**src/rtl/gr_rotator_if.sv**
```systemverilog
`default_nettype none
// ============================================================================
// gr_rotator_if : operand/result bundle for the CORDIC Givens rotator
// Revision 1.0
// ============================================================================
interface gr_rotator_if #(
   parameter int DATA_W      = 12,
   parameter int CORDIC_ITER = 6
);
   logic                     i_trig;
   logic signed [DATA_W-1:0] i_real_a;
   logic signed [DATA_W-1:0] i_imag_a;
   logic signed [DATA_W-1:0] i_real_b;
   logic signed [DATA_W-1:0] i_imag_b;
   logic                     i_mode;
   logic [CORDIC_ITER-1:0]   i_phi_dir;
   logic [CORDIC_ITER-1:0]   i_theta_dir;
   logic signed [DATA_W-1:0] o_real_a;
   logic signed [DATA_W-1:0] o_imag_a;
   logic signed [DATA_W-1:0] o_real_b;
   logic signed [DATA_W-1:0] o_imag_b;
   logic                     o_mode;
   logic                     o_busy;
   logic                     o_finish;

   modport master (
      output i_trig, i_real_a, i_imag_a, i_real_b, i_imag_b,
      output i_mode, i_phi_dir, i_theta_dir,
      input  o_real_a, o_imag_a, o_real_b, o_imag_b,
      input  o_mode, o_busy, o_finish
   );

   modport slave (
      input  i_trig, i_real_a, i_imag_a, i_real_b, i_imag_b,
      input  i_mode, i_phi_dir, i_theta_dir,
      output o_real_a, o_imag_a, o_real_b, o_imag_b,
      output o_mode, o_busy, o_finish
   );
endinterface
`default_nettype wire

```
**src/rtl/gr_rotator.sv**
```systemverilog
`default_nettype none
// ============================================================================
// gr_rotator : complex Givens rotator, CORDIC phase pass on b then real pass
// Revision 1.0
// ============================================================================
module gr_rotator #(
   parameter int DATA_W      = 12,
   parameter int CORDIC_ITER = 6,
   parameter int GUARD_W     = 2
) (
   input wire          i_clk,
   input wire          i_rst_n,
   gr_rotator_if.slave bus
);

   localparam int c_W     = DATA_W + GUARD_W;
   localparam int c_CNT_W = (CORDIC_ITER > 1) ? $clog2(CORDIC_ITER) : 1;
   localparam logic [c_CNT_W-1:0]    c_LAST    = c_CNT_W'(CORDIC_ITER - 1);
   localparam logic signed [c_W-1:0] c_SAT_MAX = c_W'((2 ** (DATA_W - 1)) - 1);
   localparam logic signed [c_W-1:0] c_SAT_MIN = c_W'(-(2 ** (DATA_W - 1)));

   typedef enum logic [2:0] {
      S_IDLE  = 3'd0,
      S_PHI   = 3'd1,
      S_SCL1  = 3'd2,
      S_THETA = 3'd3,
      S_SCL2  = 3'd4
   } state_t;

   state_t r_state;
   state_t w_next_state;

   logic signed [c_W-1:0]    r_re_a;
   logic signed [c_W-1:0]    r_im_a;
   logic signed [c_W-1:0]    r_re_b;
   logic signed [c_W-1:0]    r_im_b;
   logic                     r_mode;
   logic [CORDIC_ITER-1:0]   r_phi_dir;
   logic [CORDIC_ITER-1:0]   r_theta_dir;
   logic [c_CNT_W-1:0]       r_cnt;

   logic signed [DATA_W-1:0] r_out_re_a;
   logic signed [DATA_W-1:0] r_out_im_a;
   logic signed [DATA_W-1:0] r_out_re_b;
   logic signed [DATA_W-1:0] r_out_im_b;
   logic                     r_out_mode;
   logic                     r_finish;

   logic                     w_trig;
   logic                     w_last;
   logic                     w_dir;
   logic signed [c_W-1:0]    w_xa;
   logic signed [c_W-1:0]    w_ya;
   logic signed [c_W-1:0]    w_sh_xa;
   logic signed [c_W-1:0]    w_sh_ya;
   logic signed [c_W-1:0]    w_sh_xb;
   logic signed [c_W-1:0]    w_sh_yb;
   logic signed [c_W-1:0]    w_xa_n;
   logic signed [c_W-1:0]    w_ya_n;
   logic signed [c_W-1:0]    w_xb_n;
   logic signed [c_W-1:0]    w_yb_n;

   // K ~= 0.607422; every shifted term floors on its own before summing
   function automatic logic signed [c_W-1:0] f_kscale(input logic signed [c_W-1:0] v);
      return (v >>> 1) + (v >>> 3) - (v >>> 6) - (v >>> 9);
   endfunction

   function automatic logic signed [DATA_W-1:0] f_sat(input logic signed [c_W-1:0] v);
      logic signed [DATA_W-1:0] r;
      if (v > c_SAT_MAX) begin
         r = c_SAT_MAX[DATA_W-1:0];
      end else if (v < c_SAT_MIN) begin
         r = c_SAT_MIN[DATA_W-1:0];
      end else begin
         r = v[DATA_W-1:0];
      end
      return r;
   endfunction

   assign w_trig = bus.i_trig;
   assign w_last = (r_cnt == c_LAST);

   // Lane A carries (re_b, im_b) in the phase pass and (re_a, re_b) in the Givens pass
   always_comb begin
      w_xa  = r_re_a;
      w_ya  = r_re_b;
      w_dir = r_theta_dir[r_cnt];
      if (r_state == S_PHI) begin
         w_xa  = r_re_b;
         w_ya  = r_im_b;
         w_dir = r_phi_dir[r_cnt];
      end
   end

   assign w_sh_xa = w_xa >>> r_cnt;
   assign w_sh_ya = w_ya >>> r_cnt;
   assign w_sh_xb = r_im_a >>> r_cnt;
   assign w_sh_yb = r_im_b >>> r_cnt;

   assign w_xa_n = w_dir ? (w_xa - w_sh_ya) : (w_xa + w_sh_ya);
   assign w_ya_n = w_dir ? (w_ya + w_sh_xa) : (w_ya - w_sh_xa);
   assign w_xb_n = w_dir ? (r_im_a - w_sh_yb) : (r_im_a + w_sh_yb);
   assign w_yb_n = w_dir ? (r_im_b + w_sh_xb) : (r_im_b - w_sh_xb);

   always_ff @(posedge i_clk or negedge i_rst_n) begin
      if (!i_rst_n) begin
         r_state <= S_IDLE;
      end else begin
         r_state <= w_next_state;
      end
   end

   // A trigger restarts from any state, abandoning work in flight
   always_comb begin
      w_next_state = r_state;
      if (w_trig) begin
         w_next_state = S_PHI;
      end else begin
         case (r_state)
            S_IDLE:  w_next_state = S_IDLE;
            S_PHI:   if (w_last) w_next_state = S_SCL1;
            S_SCL1:  w_next_state = S_THETA;
            S_THETA: if (w_last) w_next_state = S_SCL2;
            S_SCL2:  w_next_state = S_IDLE;
            default: w_next_state = S_IDLE;
         endcase
      end
   end

   always_ff @(posedge i_clk or negedge i_rst_n) begin
      if (!i_rst_n) begin
         r_re_a      <= '0;
         r_im_a      <= '0;
         r_re_b      <= '0;
         r_im_b      <= '0;
         r_mode      <= 1'b0;
         r_phi_dir   <= '0;
         r_theta_dir <= '0;
         r_cnt       <= '0;
         r_out_re_a  <= '0;
         r_out_im_a  <= '0;
         r_out_re_b  <= '0;
         r_out_im_b  <= '0;
         r_out_mode  <= 1'b0;
         r_finish    <= 1'b0;
      end else begin
         r_finish <= 1'b0;
         if (w_trig) begin
            r_re_a      <= c_W'(bus.i_real_a);
            r_im_a      <= c_W'(bus.i_imag_a);
            r_re_b      <= c_W'(bus.i_real_b);
            r_im_b      <= c_W'(bus.i_imag_b);
            r_mode      <= bus.i_mode;
            r_phi_dir   <= bus.i_phi_dir;
            r_theta_dir <= bus.i_theta_dir;
            r_cnt       <= '0;
         end else begin
            if ((r_state == S_PHI || r_state == S_THETA) && !w_last) begin
               r_cnt <= r_cnt + c_CNT_W'(1);
            end else begin
               r_cnt <= '0;
            end

            // Bypass walks the same state sequence but leaves the operands untouched
            case (r_state)
               S_PHI: begin
                  if (!r_mode) begin
                     r_re_b <= w_xa_n;
                     r_im_b <= w_ya_n;
                  end
               end
               S_SCL1: begin
                  if (!r_mode) begin
                     r_re_b <= f_kscale(r_re_b);
                     r_im_b <= f_kscale(r_im_b);
                  end
               end
               S_THETA: begin
                  if (!r_mode) begin
                     r_re_a <= w_xa_n;
                     r_re_b <= w_ya_n;
                     r_im_a <= w_xb_n;
                     r_im_b <= w_yb_n;
                  end
               end
               S_SCL2: begin
                  if (r_mode) begin
                     r_out_re_a <= f_sat(r_re_a);
                     r_out_im_a <= f_sat(r_im_a);
                     r_out_re_b <= f_sat(r_re_b);
                     r_out_im_b <= f_sat(r_im_b);
                  end else begin
                     r_out_re_a <= f_sat(f_kscale(r_re_a));
                     r_out_im_a <= f_sat(f_kscale(r_im_a));
                     r_out_re_b <= f_sat(f_kscale(r_re_b));
                     r_out_im_b <= f_sat(f_kscale(r_im_b));
                  end
                  r_out_mode <= r_mode;
                  r_finish   <= 1'b1;
               end
               default: ;
            endcase
         end
      end
   end

   assign bus.o_real_a = r_out_re_a;
   assign bus.o_imag_a = r_out_im_a;
   assign bus.o_real_b = r_out_re_b;
   assign bus.o_imag_b = r_out_im_b;
   assign bus.o_mode   = r_out_mode;
   assign bus.o_busy   = (r_state != S_IDLE);
   assign bus.o_finish = r_finish;

endmodule
`default_nettype wire

```
**src/flat_wrapper.sv**
```systemverilog
// flat-port wrapper written by rule: the top's interface ports become plain ports
module gr_rotator_flat 
#(
   parameter int DATA_W      = 12,
   parameter int CORDIC_ITER = 6,
   parameter int GUARD_W     = 2
)
  (i_clk, i_rst_n, bus_i_trig, bus_i_real_a, bus_i_imag_a, bus_i_real_b, bus_i_imag_b, bus_i_mode, bus_i_phi_dir, bus_i_theta_dir, bus_o_real_a, bus_o_imag_a, bus_o_real_b, bus_o_imag_b, bus_o_mode, bus_o_busy, bus_o_finish);
  gr_rotator_if #(.DATA_W(DATA_W), .CORDIC_ITER(CORDIC_ITER)) bus_i ();
  input wire i_clk;
  input wire i_rst_n;
  input wire logic [$bits(bus_i.i_trig)-1:0] bus_i_trig;
  input wire logic [$bits(bus_i.i_real_a)-1:0] bus_i_real_a;
  input wire logic [$bits(bus_i.i_imag_a)-1:0] bus_i_imag_a;
  input wire logic [$bits(bus_i.i_real_b)-1:0] bus_i_real_b;
  input wire logic [$bits(bus_i.i_imag_b)-1:0] bus_i_imag_b;
  input wire logic [$bits(bus_i.i_mode)-1:0] bus_i_mode;
  input wire logic [$bits(bus_i.i_phi_dir)-1:0] bus_i_phi_dir;
  input wire logic [$bits(bus_i.i_theta_dir)-1:0] bus_i_theta_dir;
  output wire logic [$bits(bus_i.o_real_a)-1:0] bus_o_real_a;
  output wire logic [$bits(bus_i.o_imag_a)-1:0] bus_o_imag_a;
  output wire logic [$bits(bus_i.o_real_b)-1:0] bus_o_real_b;
  output wire logic [$bits(bus_i.o_imag_b)-1:0] bus_o_imag_b;
  output wire logic [$bits(bus_i.o_mode)-1:0] bus_o_mode;
  output wire logic [$bits(bus_i.o_busy)-1:0] bus_o_busy;
  output wire logic [$bits(bus_i.o_finish)-1:0] bus_o_finish;
  assign bus_i.i_trig = bus_i_trig;
  assign bus_i.i_real_a = bus_i_real_a;
  assign bus_i.i_imag_a = bus_i_imag_a;
  assign bus_i.i_real_b = bus_i_real_b;
  assign bus_i.i_imag_b = bus_i_imag_b;
  assign bus_i.i_mode = bus_i_mode;
  assign bus_i.i_phi_dir = bus_i_phi_dir;
  assign bus_i.i_theta_dir = bus_i_theta_dir;
  assign bus_o_real_a = bus_i.o_real_a;
  assign bus_o_imag_a = bus_i.o_imag_a;
  assign bus_o_real_b = bus_i.o_real_b;
  assign bus_o_imag_b = bus_i.o_imag_b;
  assign bus_o_mode = bus_i.o_mode;
  assign bus_o_busy = bus_i.o_busy;
  assign bus_o_finish = bus_i.o_finish;
  gr_rotator #(.DATA_W(DATA_W), .CORDIC_ITER(CORDIC_ITER), .GUARD_W(GUARD_W)) u_core (.i_clk(i_clk), .i_rst_n(i_rst_n), .bus(bus_i));
endmodule
```
**config.mk**
```make
export PLATFORM = sky130hd
export DESIGN_NAME = gr_rotator_flat
export DESIGN_NICKNAME = d
export VERILOG_FILES = /design/src/rtl/gr_rotator_if.sv /design/src/rtl/gr_rotator.sv /design/src/flat_wrapper.sv
export SDC_FILE = /design/constraint.sdc
export NUM_CORES = 1
export LEC_CHECK = 0
export ABC_AREA = 1
export BUFFER_PORTS_ARGS = -buffer_cell sky130_fd_sc_hd__buf_4
export CORE_MARGIN = 2
export CORE_UTILIZATION = 35
export CTS_BUF_LIST = sky130_fd_sc_hd__clkbuf_2 sky130_fd_sc_hd__clkbuf_4 sky130_fd_sc_hd__clkbuf_8
export DETAILED_ROUTE_END_ITERATION = 10
export HOLD_SLACK_MARGIN = 0.05
export MAX_ROUTING_LAYER = met4
export SLEW_MARGIN = 20
export SYNTH_ARGS = -nofsm -noshare
export SYNTH_HDL_FRONTEND = slang
export SYNTH_SLANG_ARGS = --single-unit
```
**constraint.sdc**
```tcl
create_clock -name i_clk -period 3.95 [get_ports i_clk]
set_input_delay 0.395 -clock i_clk [delete_from_list [all_inputs] [get_ports i_clk]]
set_output_delay 0.395 -clock i_clk [all_outputs]
set_load 0.03 [all_outputs]
```
Word-level counts from Yosys, hierarchy flattened
Index checks and enable logic that the tools add are counted.

Register bits: 125. Bits of input ports: 64. Output and inout port bits: 51.

$add $sub $neg: 21. Magnitude comparators: 17. Equal/unequal tests: 11. Shift-type cells: 4. Muxes and demuxes: 53. Bitwise gates (word level): 1. Reduce and logical (&&, ||, !) cells: 10.

Operators by type and width (number): two-way mux 14 bit (18); two-way mux 12 bit (20); > comparator 14 x 12 -> 1 bit, second input constant (8); less-than comparator 14 x 12 -> 1 bit, second input constant (8); case mux 14 bit (3 select lines) (2); adder 13 x 11 -> 14 bit (4); adder 14 bit (4); >>> shifter 14 x 3 -> 14 bit (4); subtractor 14 bit (4); subtractor 14 x 5 -> 14 bit (4); subtractor 14 x 8 -> 14 bit (4); two-way mux 3 bit (5); inequality test 3 bit, second input constant (3); case mux 3 bit (3 select lines) (1); binary-select mux 1 bit (select 3 bit) (2); == test 3 x 2 -> 1 bit, second input constant (2); == test 3 bit, second input constant (2); inequality test 3 x 2 -> 1 bit, second input constant (2); AND reduction 2 bit (3); two-way mux 1 bit (5); less-than comparator 3 x 4 -> 1 bit, second input constant (1); AND reduction 4 bit (1); nonzero test 4 bit (1); adder 3 x 1 -> 3 bit, second input constant (1); other kinds (8) (8).

Depth between registers and ports, before layout
Depth in word-level cells: 8. Mapped depth: 34. Mapped depth without buffers: 34.

Worst setup path before layout
OpenSTA, ideal clock, no wires.

Path type: register to register. Start point: register u_core.r_state[2]. End point: register u_core.r_re_b[13]. Setup time: 0.121 ns. Arrival: 4.031 ns. Slack: -0.202 ns. Stages on the path, launching flop included: 33. Buffers on the path: 2. Clock period less this slack: 4.152 ns. Cell sequence: dfrtp_1 -> nor2_4 -> nand2_4 -> buf_12 -> buf_6 -> o21a_4 -> nand2_1 -> o21ai_1 -> nand2_1 -> nand2_1 -> o21ai_2 -> ha_1 -> nand3_1 -> nor3_1 -> nor2_1 -> xor2_1 -> ha_1 -> nand2_1 -> nor3_1 -> nand2_1 -> o211ai_1 -> a21o_1 -> a21oi_1 -> o21ai_0 -> nand2_1 -> nand2_1 -> a21oi_1 -> inv_1 -> nand3_2 -> nand3_1 -> o21ai_1 -> a21oi_2 -> a21oi_2.

Word-level cells in the longest chain between the ends: 8. Elaborated cells on any way between the ends: 23. Those cells by class: add/sub: 4; eq/ne: 6; shift: 2; mux: 9; reduce/logical: 2.

RTL lines: start, declared (line gr_rotator.sv:30) `state_t r_state;`; start signal, assigned (line gr_rotator.sv:109) `r_state <= w_next_state;`; == test 3 x 1 -> 1 bit (line gr_rotator.sv:88, gr_rotator.sv:165); two-way mux 14 bit (line gr_rotator.sv:88) `if (r_state == S_PHI) begin`; >>> shifter 14 x 3 -> 14 bit (on tied branches) (line gr_rotator.sv:95, gr_rotator.sv:96); subtractor 14 bit (tied with other cells) (line gr_rotator.sv:101) `assign w_ya_n = w_dir ? (w_ya + w_sh_xa) : (w_ya - w_sh_xa);`; two-way mux 14 bit (on tied branches) (line gr_rotator.sv:101, gr_rotator.sv:100); two-way mux 14 bit (on tied branches) (line gr_rotator.sv:179, gr_rotator.sv:167); case mux 14 bit (3 select lines) (line gr_rotator.sv:165) `case (r_state)`; two-way mux 14 bit (line gr_rotator.sv:148) `if (w_trig) begin`; end signal, assigned (line gr_rotator.sv:151) `r_re_b <= c_W'(bus.i_real_b);`; end signal, assigned (line gr_rotator.sv:168) `r_re_b <= w_xa_n;`; end signal, assigned (line gr_rotator.sv:181) `r_re_b <= w_ya_n;`; end, declared (line gr_rotator.sv:35) `logic signed [c_W-1:0] r_re_b;`.

Parallel ways exist; a longest one is shown, timed or not. The select of a mux whose other input is x is not followed. A chain may end at the register's enable or synchronous reset.

Worst setup path in the final report
Start point: register u_core.r_state[2]. End point: register u_core.r_re_b[11].

The elaborated chain is that of the path after synthesis.

==> impl_metrics.tcl <==
set metrics [dict create \
    syn_to_final_growth_pct 45.3 \
    portBuffers 114 \
    die_area_sq_um 49400 \
    worstMarginPinSlew_ns 1.01 \
    drt_iter0_markers 1512 \
    yosysSeqAreaShare_pct 18.8 \
    htree_levels 4 \
    rsz0062_at_grt "yes" \
    vias_per_cell 5.29 \
    wl_microns 66200 \
    fin_area_sq_um 24200 \
    tritoncts "built" \
    fmax_ghz 0.221 \
    slew_violations 0 \
    path_clk_slew_ns 0.09 \
    max-slew-margin-rel_pct 32.0 \
    grt_usage_pct 26.7 \
    yosysWarnings 0 \
    drive_above_1_share_pct 35.7 \
    cts_buffer_depth 2 \
    antenna_left 0 \
    dp_hpwl_microns 49700 \
    syn-num-nets 2702 \
    yosys.area.top_type "dfrtp_1" \
    path_buf_inv 4 \
    hold_violations 0 \
    fin_ws_ns -0.570 \
    required_ns 4.42 \
    grt_pass1_vias 18773 \
    cp_max_fo 8 \
    grt_overflow_total 0 \
    synth_flop_cell "dfrtp_1" \
    hold_end "u_core.r_im_b[5]$_DFFE_PN0P_" \
    hold_start "bus_i_imag_b[5]" \
    clock_latency_ns 0.60 \
    grt_pass1_wl_microns 100000 \
    max-cap-violations 0 \
    nets 3266 \
    min_path_type "input pin to register" \
    synthTopCellsByArea "dfrtp_1 (19%), nand2_1 (13%), ha_1 (9.8%)" \
    synth_cells 2437 \
    r2r_setup_slack_ns -0.57 \
    synth_top_cell_area_share_pct 18.8 \
    critPathTopFamily "compound AO/OA/AOI/OAI gates" \
    ys_async_sr_fraction_pct 100 \
    setup_violations 35 \
    cts_made_buffers 17 \
    period_needed_ns 4.52 \
    r2r_end "u_core.r_re_b[11]$_DFFE_PN0P_" \
    io_pins 115 \
    cp-end-kind "register" \
    routedWlPerCell_microns 18.3 \
    cpPeakStageDelay_ns 0.42 \
    synthTopCellsByCount "nand2_1 (578), inv_1 (358), o21ai_0 (215), nand3_1 (175), a21oi_1 (132)" \
    setup_tns_ns -7.25 \
    crit_path_start_kind "register" \
    rows 79 \
    arrival_ns 4.99 \
    grt_antenna_before_repair 1 \
    drc 0 \
    die_width_microns 222 \
    dr.pass1.iters 6 \
    num_vias 19176 \
    crit_type "register to register" \
    core-area_sq_um 46800 \
    rr_worst_depth 27 \
    avgSynthCellArea_sq_um 6.84 \
    die_h_microns 222 \
    placed_area_sq_um 20600 \
    clock_skew_ns 0.0330 \
    cp_slowest_cell "dfrtp_1" \
    ys_ff_latch 125 \
    yosysUniqueCellTypes 62 \
    root_buffer "clkbuf_8" \
    initial_utilization_pct 35.7 \
    synth-edff-count 0 \
    whs_path_depth 3 \
    violations "setup timing" \
    clock_sinks 125 \
    status "finished, violations left" \
    gp_congestion 0.955 \
    synth.most_common_cell "nand2_1" \
    fin_crit_sh_pct 114 \
    grt_start_max_net_pins 78 \
    mappedNetlistArea_sq_um 16700 \
    worstReg2RegStart "u_core.r_state[2]$_DFFE_PN0P_" \
]
-- registers in the layout (all words and copies together), names as in the netlist, 6 cells and up --
signal / flops
u_core.r_theta_dir: 6
u_core.r_im_b: 14
u_core.r_re_a: 14
u_core.bus.o_real_a: 12
u_core.bus.o_imag_b: 12
u_core.bus.o_real_b: 12
u_core.r_re_b: 14
u_core.bus.o_imag_a: 12
u_core.r_phi_dir: 6
u_core.r_im_a: 14
-- cell type report --
class | count | area [sq um]
Inverter | 369 | 1400
Timing Repair Buffer | 645 | 5260
Antenna cell | 2 | 5.00
Clock inverter | 12 | 138
Fill cell | 4406 | 22500
Clock buffer | 20 | 263
Multi-Input combinational cell | 1843 | 13300
Sequential cell | 125 | 3140
Tap cell | 607 | 759
-- worst max path at each step --
stage	start	endpoint	slack (ns)	cells past startpoint
CTS	u_core.r_state[2]$_DFFE_PN0P_	u_core.r_re_b[10]$_DFFE_PN0P_	-0.33	29
finish	u_core.r_state[2]$_DFFE_PN0P_	u_core.r_re_b[11]$_DFFE_PN0P_	-0.57	27
detailed placement	u_core.r_cnt[0]$_DFF_PN0_	u_core.r_im_a[13]$_DFFE_PN0P_	-0.63	25
global placement	u_core.r_cnt[0]$_DFF_PN0_	u_core.r_im_a[13]$_DFFE_PN0P_	-0.47	25
global route	u_core.r_state[2]$_DFFE_PN0P_	u_core.r_im_b[13]$_DFFE_PN0P_	-0.80	31
floorplan	u_core.r_state[1]$_DFFE_PN0P_	u_core.r_re_b[13]$_DFFE_PN0P_	-0.08	32
-- cells by family (layout without fill, tap and decap cells) --
group | count (synthesis) | after routing | synth area share, %
adders and majority gates | 201 | 201 | 18.3
xor gates and xnor gates | 107 | 107 | 5.67
AOI/OAI and AO/OA | 546 | 548 | 19.0
DFF | 125 | 125 | 18.8
and+or+nand+nor | 980 | 980 | 26.5
muxes | 7 | 7 | 0.420
other | 0 | 2 | 0
buffers and inverters | 471 | 1046 | 11.4
-- metal layers --
layer / vias up / track usage [%] / part of all wire (%)
met1: 9211 / 32.3 / 41
met2: 649 / 43.1 / 48
li1: 9120 / - / -
met3: 196 / 4.39 / 6.0
met4: 0 / 13.1 / 4.9
met5: - / - / 0
-- worst register-to-register path, cell delays in order (launching register included) --
cell,delay (ns)
dfrtp_1,0.42
nor2_4,0.15
nand2_4,0.13
buf_12,0.19
o21a_4,0.21
nand2_2,0.08
o21ai_4,0.07
nand2_2,0.07
nand2_2,0.07
o21ai_2,0.18
ha_2,0.24
nand3_4,0.10
nor3_4,0.19
nor2_2,0.08
xor2_1,0.16
ha_1,0.32
buf_6,0.14
a21oi_1,0.16
o211ai_1,0.17
a21o_1,0.22
a21oi_2,0.17
o21ai_2,0.07
buf_4,0.13
xor2_1,0.13
inv_1,0.12
o22ai_1,0.09
a21oi_1,0.25
a21oi_1,0.09
-- per-stage QoR --
step / utilization, % / cells / setup WS (ns) / hold slack, ns
2_1_floorplan: - / 2437 / -0.0784 / 0.0994
3_3_place_gp: 44.0 / 3415 / -0.474 / 0.458
3_5_place_dp: 44.0 / 3415 / -0.626 / 0.465
4_1_cts: 48.6 / 3574 / -0.328 / 0.0559
5_1_grt: 51.8 / 3622 / -0.803 / 0.0733
6_report: 51.8 / 3623 / -0.570 / 0.0932
-- cell usage in the layout (no fill, tap or decap), types with 12 or more instances in the layout --
cell type,count
dfrtp_1,116
nand3_1,142
dlygate4sd3_1,38
nand2_1,517
fa_1,65
or2_2,20
ha_4,16
nand2_2,61
ha_1,107
buf_6,28
a21oi_2,43
inv_1,323
a31oi_1,13
nand2_4,37
nor2_2,15
a21oi_1,88
o21ai_1,76
xnor2_1,31
o211ai_1,34
nor2_1,75
inv_2,40
buf_4,561
o21bai_1,12
o21ai_2,43
buf_12,12
nand3_2,51
xor2_1,60
o21ai_0,143
nand4_1,15
clkbuf_8,18
-- what timing repair did --
item	CTS	global route
endpoints found under the hold margin	112	0
pin swaps	90	174
resized for setup	183	299
hold buffers	38	0
buffers inserted	85	56
gates cloned	5	3
setup endpoints to repair	73	86
Power is left out: the tool's default activity adds up to more than one toggle a clock period on the data nets, which glitch-free logic cannot reach.
